$ cat config.mk
export PLATFORM = sky130hd
export DESIGN_NAME = temp_sensor_poll_scheduler
export DESIGN_NICKNAME = d
export VERILOG_FILES = /design/src/rtl/temp_sensor_pkg.sv /design/src/rtl/temp_sensor_poll_scheduler_poll_tick_gen.sv /design/src/rtl/temp_sensor_poll_scheduler.sv
export SDC_FILE = /design/constraint.sdc
export NUM_CORES = 1
export LEC_CHECK = 0
export CAP_MARGIN = 20
export CORE_AREA = 10 10 125 127
export CTS_CLUSTER_DIAMETER = 200
export CTS_CLUSTER_SIZE = 30
export DETAILED_ROUTE_END_ITERATION = 10
export DIE_AREA = 0 0 135 137
export PLACE_DENSITY = 0.67
export SLEW_MARGIN = 10
export SYNTH_ARGS = -nofsm -noshare
export SYNTH_HDL_FRONTEND = slang
export SYNTH_SLANG_ARGS = --single-unit
$ cat constraint.sdc
create_clock -name Clock_100MHz -period 7.46 [get_ports Clock_100MHz]
set_input_delay 1.865 -clock Clock_100MHz [delete_from_list [all_inputs] [get_ports Clock_100MHz]]
set_output_delay 1.865 -clock Clock_100MHz [all_outputs]
set_load 0.05 [all_outputs]
$ cat src/rtl/temp_sensor_pkg.sv
// temp_sensor_pkg: shared FSM/owner encodings and register defaults for the poll scheduler
package temp_sensor_pkg;
  typedef enum logic [1:0] {IDLE, ISSUE, WAIT_RSP} state_t;
  typedef enum logic [1:0] {POLL, HOST_RD, HOST_WR} owner_t;
  localparam logic [7:0] DEF_TEMP_REG = 8'h00;
  function automatic logic [7:0] sat_inc(input logic [7:0] v);
    return (v == 8'hFF) ? v : v + 8'd1;
  endfunction
endpackage

$ cat src/rtl/temp_sensor_poll_scheduler_poll_tick_gen.sv
// poll_tick_gen: free-running 0..PERIOD-1 counter with a one-cycle tick on wrap
module poll_tick_gen #(
  parameter int unsigned PERIOD = 25_000_000
) (
  input  logic i_clk,
  input  logic i_rst,
  output logic o_tick
);
  localparam int W = (PERIOD > 1) ? $clog2(PERIOD) : 1;
  logic [W-1:0] r_cnt;
  assign o_tick = r_cnt == W'(PERIOD - 1);
  always_ff @(posedge i_clk or posedge i_rst)
    if (i_rst) r_cnt <= '0;
    else       r_cnt <= o_tick ? '0 : r_cnt + W'(1);
endmodule

$ cat src/rtl/temp_sensor_poll_scheduler.sv
// temp_sensor_poll_scheduler: arbitrates host reads/writes and periodic temperature polls onto one I2C command port
import temp_sensor_pkg::*;
module temp_sensor_poll_scheduler #(
  parameter int unsigned POLL_PERIOD = 25_000_000,
  parameter int unsigned RSP_TIMEOUT = 200_000,
  parameter logic [7:0]  TEMP_REG    = DEF_TEMP_REG
) (
  input  logic        Clock_100MHz,
  input  logic        Clear,
  input  logic        Wr_req,
  input  logic [7:0]  Wr_reg,
  input  logic [15:0] Wr_data,
  input  logic        Wr_len,
  input  logic        Rd_req,
  input  logic [7:0]  Rd_reg,
  output logic        Wr_ack,
  output logic        Rd_ack,
  output logic        Cmd_valid,
  input  logic        Cmd_ready,
  output logic        Cmd_rw,
  output logic [7:0]  Cmd_reg,
  output logic [15:0] Cmd_data,
  output logic        Cmd_len,
  input  logic        Rsp_valid,
  input  logic [15:0] Rsp_data,
  input  logic        Rsp_nack,
  output logic [15:0] Temperature,
  output logic        Temp_valid,
  output logic [15:0] Rd_data,
  output logic        Rd_done,
  output logic        Wr_done,
  output logic        Busy,
  output logic        Error,
  output logic [7:0]  Error_count
);
  localparam int TW = (RSP_TIMEOUT > 1) ? $clog2(RSP_TIMEOUT) : 1;
  state_t        r_state;
  owner_t        r_owner;
  logic          r_pend;
  logic [TW-1:0] r_to;
  logic          w_tick, w_idle, w_wr_gnt, w_rd_gnt, w_poll_gnt, w_ok, w_abort;

  poll_tick_gen #(.PERIOD(POLL_PERIOD)) u_tick (
    .i_clk (Clock_100MHz),
    .i_rst (Clear),
    .o_tick(w_tick)
  );

  assign w_idle     = r_state == IDLE;
  assign w_wr_gnt   = w_idle & Wr_req;
  assign w_rd_gnt   = w_idle & ~Wr_req & Rd_req;
  assign w_poll_gnt = w_idle & ~Wr_req & ~Rd_req & r_pend;
  // acks are combinational from IDLE, so mask them while Clear holds everything at zero
  assign Wr_ack     = w_wr_gnt & ~Clear;
  assign Rd_ack     = w_rd_gnt & ~Clear;
  assign Cmd_valid  = r_state == ISSUE;
  assign Busy       = ~w_idle;
  assign w_ok       = Rsp_valid & ~Rsp_nack;
  assign w_abort    = (Rsp_valid & Rsp_nack) | (r_to == TW'(RSP_TIMEOUT - 1));

  always_ff @(posedge Clock_100MHz or posedge Clear)
    if (Clear) begin
      r_state     <= IDLE;
      r_owner     <= POLL;
      r_pend      <= 1'b0;
      r_to        <= '0;
      Cmd_rw      <= 1'b0;
      Cmd_reg     <= '0;
      Cmd_data    <= '0;
      Cmd_len     <= 1'b0;
      Temperature <= '0;
      Temp_valid  <= 1'b0;
      Rd_data     <= '0;
      Rd_done     <= 1'b0;
      Wr_done     <= 1'b0;
      Error       <= 1'b0;
      Error_count <= '0;
    end else begin
      Temp_valid <= 1'b0;
      Rd_done    <= 1'b0;
      Wr_done    <= 1'b0;
      r_pend     <= w_poll_gnt ? 1'b0 : (r_pend | w_tick);
      case (r_state)
        IDLE:
          if (w_wr_gnt | w_rd_gnt | w_poll_gnt) begin
            r_state  <= ISSUE;
            r_owner  <= w_wr_gnt ? HOST_WR : w_rd_gnt ? HOST_RD : POLL;
            Cmd_rw   <= ~w_wr_gnt;
            Cmd_reg  <= w_wr_gnt ? Wr_reg : w_rd_gnt ? Rd_reg : TEMP_REG;
            Cmd_data <= w_wr_gnt ? Wr_data : '0;
            Cmd_len  <= w_wr_gnt ? Wr_len : 1'b1;
          end
        ISSUE:
          if (Cmd_ready) begin
            r_state <= WAIT_RSP;
            r_to    <= '0;
          end
        WAIT_RSP:
          if (w_ok) begin
            r_state    <= IDLE;
            Temp_valid <= r_owner == POLL;
            Rd_done    <= r_owner == HOST_RD;
            Wr_done    <= r_owner == HOST_WR;
            if (r_owner == POLL)    Temperature <= Rsp_data;
            if (r_owner == HOST_RD) Rd_data     <= Rsp_data;
          end else if (w_abort) begin
            r_state     <= IDLE;
            Error       <= 1'b1;
            Error_count <= sat_inc(Error_count);
          end else r_to <= r_to + TW'(1);
        default: r_state <= IDLE;
      endcase
    end
endmodule

== Word level (Yosys, flattened, before mapping) ==
Cells that the tools add are included.
Storage, ports and cells
  word-level logic and storage cells: 85
  register bits after elaboration: 118
  output and inout bits: 74
  bits of input ports: 56
Cells by class
  bitwise gates (word level): 21
  equal/unequal tests: 12
  multiplexer cells: 23
  reduce and logical (&&, ||, !) cells: 10
  add/subtract/negate cells: 3
Operators by type and width (count)
  $mux W18: 3
  $pmux W18 S2: 1
  $add A25 B1 Y25 const B: 1
  $eq A25 B25 Y1 const B: 1
  $mux W25: 1
  $add A18 B1 Y18 const B: 1
  $eq A18 B18 Y1 const B: 1
  $mux W16: 1
  $mux W8: 2
  $reduce_and A3 Y1: 4
  $mux W2: 5
  $and A1 B1 Y1: 9
  $mux W1: 9
  $add A8 B1 Y8 const B: 1
  $eq A8 B8 Y1 const B: 1
  $not A1 Y1: 8
  $reduce_and A4 Y1: 2
  $pmux W2 S3: 1
  $eq A2 B1 Y1 const B: 2
  $eq A2 B2 Y1 const B: 2
  $logic_not A2 Y1: 2
  $ne A2 B1 Y1 const B: 2
  $ne A2 B2 Y1 const B: 2
  $or A1 B1 Y1: 4
  other kinds (3): 3

== Logic depth before layout (Yosys ltp) ==
  word-level depth: 7
  gate-level depth with buffers: 8
  depth with buffers taken out: 7

== Hierarchy ==
From an unflattened synthesis, not the netlist that was laid out.
Second synthesis, totals
  cell total of the unflattened synthesis: 443
  area total of the unflattened synthesis: 5233.8 um^2
Modules (own cells, without submodules)
  temp_sensor_poll_scheduler: cells each 309, seq. area each 2327.2 um^2, instances 1, area each 3896.2 um^2
  poll_tick_gen: cells each 134, seq. area each 625.6 um^2, instances 1, area each 1337.5 um^2

== Least setup slack after synthesis ==
No wires, ideal clock.
  path kind: input-to-output
  start point: input Clear
  end point: output Rd_ack
  buffers on the path: 0
  cell stages on the path: 2
  data required time: 5.595 ns
  slack: 0.608 ns
  arrival: 4.987 ns
  cell sequence: inv_1 > and2_1
On the way
  cells in the longest elaborated chain, start to end: 2
RTL lines
  from (decl): RTL line temp_sensor_poll_scheduler.sv:9  | input logic Clear,
  $not A1 Y1: RTL line temp_sensor_poll_scheduler.sv:55  | assign Rd_ack = w_rd_gnt & ~Clear;
  $and A1 B1 Y1: RTL line temp_sensor_poll_scheduler.sv:55
  to (decl): RTL line temp_sensor_poll_scheduler.sv:17  | output logic Rd_ack,
Every way passes these cells.

== Worst setup path in the final report ==
Same ends and word-level chain as after synthesis.

==> impl_metrics.ini <==
[cts]
cts_htree_levels = 4
cts_num_sinks = 118
cts_buffer_depth = 2
cts_resized = 0
cts_root_buf = clkbuf_16
cts_tree = yes
cts_hold_buf = 0
cts_setup_buffers = 0
cts_buffers = 17
clk_pin_slew_ps = 50
insertion_delay_ps = 420

[routing]
drt_wl_total_um = 12480
routed_via_density = 5.070
antenna_left = 0
wl_per_cell_um = 16.41
drc = 0
via_count = 3853
drt_first_iter_violations = 277
drt_first_pass_iters = 4

[synth]
synth_area_um2 = 5114
yosysUniqueCellTypes = 55
yosys_most_used_dff = dfrtp_1
yosys.area.top_type = dfrtp_1
synth_edf_count = 0
syn-instance-count = 436
ys_warn_count = 0
seq_area_frac_synth = 0.5774
ys_seq_elements = 118
synthArstFlopShare = 1.000
syn-num-nets = 495
synth.most_common_cell = dfrtp_1
synth_top_cells_by_area = dfrtp_1 (58%), mux2_2 (7.3%), xnor2_1 (3.8%)
netlist_top_cells_count = dfrtp_1 (118), nor2_1 (38), mux2_2 (33)
syn_area_per_cell_um2 = 11.73
netlist.area_leader.share = 0.5774

[place]
dp.final_hpwl_um = 9047
portBuffers = 129
place_ws_ps = 1709
gp_congestion = 0.7742

[hold_path]
min_from = u_tick.r_cnt[0]$_DFF_PP0_
hold_class = reg -> reg
min_to = u_tick.r_cnt[0]$_DFF_PP0_
hold_depth = 1

[sta]
slew_headroom = 0.3772
rsz0062_at_grt = no
hold_viol_final = 0
worst_pin_slew_ps = 934.2
finalSetupViolCount = 0
finalMaxSlewViolations = 0
fin_worst_skew_ps = 16.99
tns_ps = 0
min_period_ps = 5706
fin_ws_ps = 1754
max_freq_mhz = 175.2
fin_crit_sh = 0.7649

[final_layout]
fin_nets = 630
layout_top_registers = u_tick.r_cnt: 25 flops, r_to: 18 flops
largest_reg_flops = 25
regMostFlops = u_tick.r_cnt
area_growth_pct = 40.54
n_antenna_cell = 0
drive_gt1_frac = 0.1421

[power_and_ir_drop]
p_leak_nw = 3.170
p_per_area_nw_per_um2 = 380.7
peakVddDrop_mv = 0.2385

[grt]
grt.overflow.total = 0
grt_pass1_vias = 3958
grt_max_degree = 73
grt_pass1_wl_um = 20510
antenna_found_initial = 0
grt_usage = 0.1394

[worst_setup_path]
worstSetupStartpointType = input pin
r2r-end = u_tick.r_cnt[14]$_DFF_PP0_
critical_path_class = in -> out
cp_data_arrival_time_ps = 3840
worstReg2RegStart = u_tick.r_cnt[2]$_DFF_PP0_
r2r_slack_ps = 4910
critPathRequiredTime_ps = 5600
reg2regPathDepth = 5
setup.worst_path.end_class = output port
path_max_fanout = 48

[floorplanning]
die_y_um = 137
core-area_um2 = 13090
die_x_um = 135
start_util = 0.3908
dieArea_um2 = 18500
rows = 42
pin_count = 130

[job]
cap_violations = 0

[outcome]
status = finished, final reports clean
[how the worst max path moves through the flow]
stage	start	endpoint	slack [ps]
after global routing	Clear	Rd_ack	1600
after floorplan	Clear	Rd_ack	610
final	Clear	Rd_ack	1750
after detailed placement	Clear	Rd_ack	1710
after global placement	Clear	Rd_ack	1710
after CTS	Clear	Rd_ack	1690
[routing by layer]
| layer | up-vias | track usage | wire length [um] |
|---|---|---|---|
| li1 | 1835 | - | - |
| met1 | 1903 | 0.1617 | 5163 |
| met2 | 101 | 0.2296 | 6240 |
| met3 | 14 | 0.05205 | 896 |
| met4 | 0 | 0.05502 | 175 |
| met5 | - | 0 | 0 |
[cells by family after synthesis]
family / after synthesis / share of synthesized area
buf+inv: 34 / 0.02765
simple gates: 155 / 0.1696
fa+ha+maj: 3 / 0.007341
flops: 118 / 0.5774
mux: 33 / 0.07267
xor+xnor: 34 / 0.05823
compound gates: 59 / 0.08711
[placed cells by master (no fill, tap or decap), types with 12 or more instances in the layout]
cell type and n:
xnor2_1 22, clkdlybuf4s50_1 129, inv_1 16, dfrtp_1 118, nand3_1 15, nand2_1 32
mux2_2 33, nor2_1 38, xor2_1 12, clkbuf_16 17, a22o_1 16
[worst max-delay path, stage by stage]
cell	delay, ps
clkdlybuf4s50_1	460
inv_4	450
and2_1	210
clkdlybuf4s50_1	830
[report_power, final]
part	switching [mW]	total [mW]	internal, mW
sequential	0.0894	0.867	0.777
clock	0.275	0.787	0.512
combinational	0.703	1.08	0.379
[through the flow]
step,utilization,hold WS (ps),power [mW],std cells,instance area (um^2)
final,0.5492,452.1,2.736,760,7187
after global routing,0.5492,494.0,2.857,760,7187
after CTS,0.5481,458.0,2.761,759,7172
after detailed placement,0.5040,451.5,1.962,727,6595
after global placement,0.5040,436.5,1.944,727,6595
after floorplan,-,424.5,1.569,436,5114
[cell type report]
cell class	instances	area [um^2]
well taps	176	220.2
flip-flops and latches	118	2953
inverters	17	66.31
repair buffers	133	1329
clock inverters	10	102.6
clock buffers	22	474.2
fillers	1111	5898
multi-input cells	284	2042
Power figures use the tool's default switching activity.
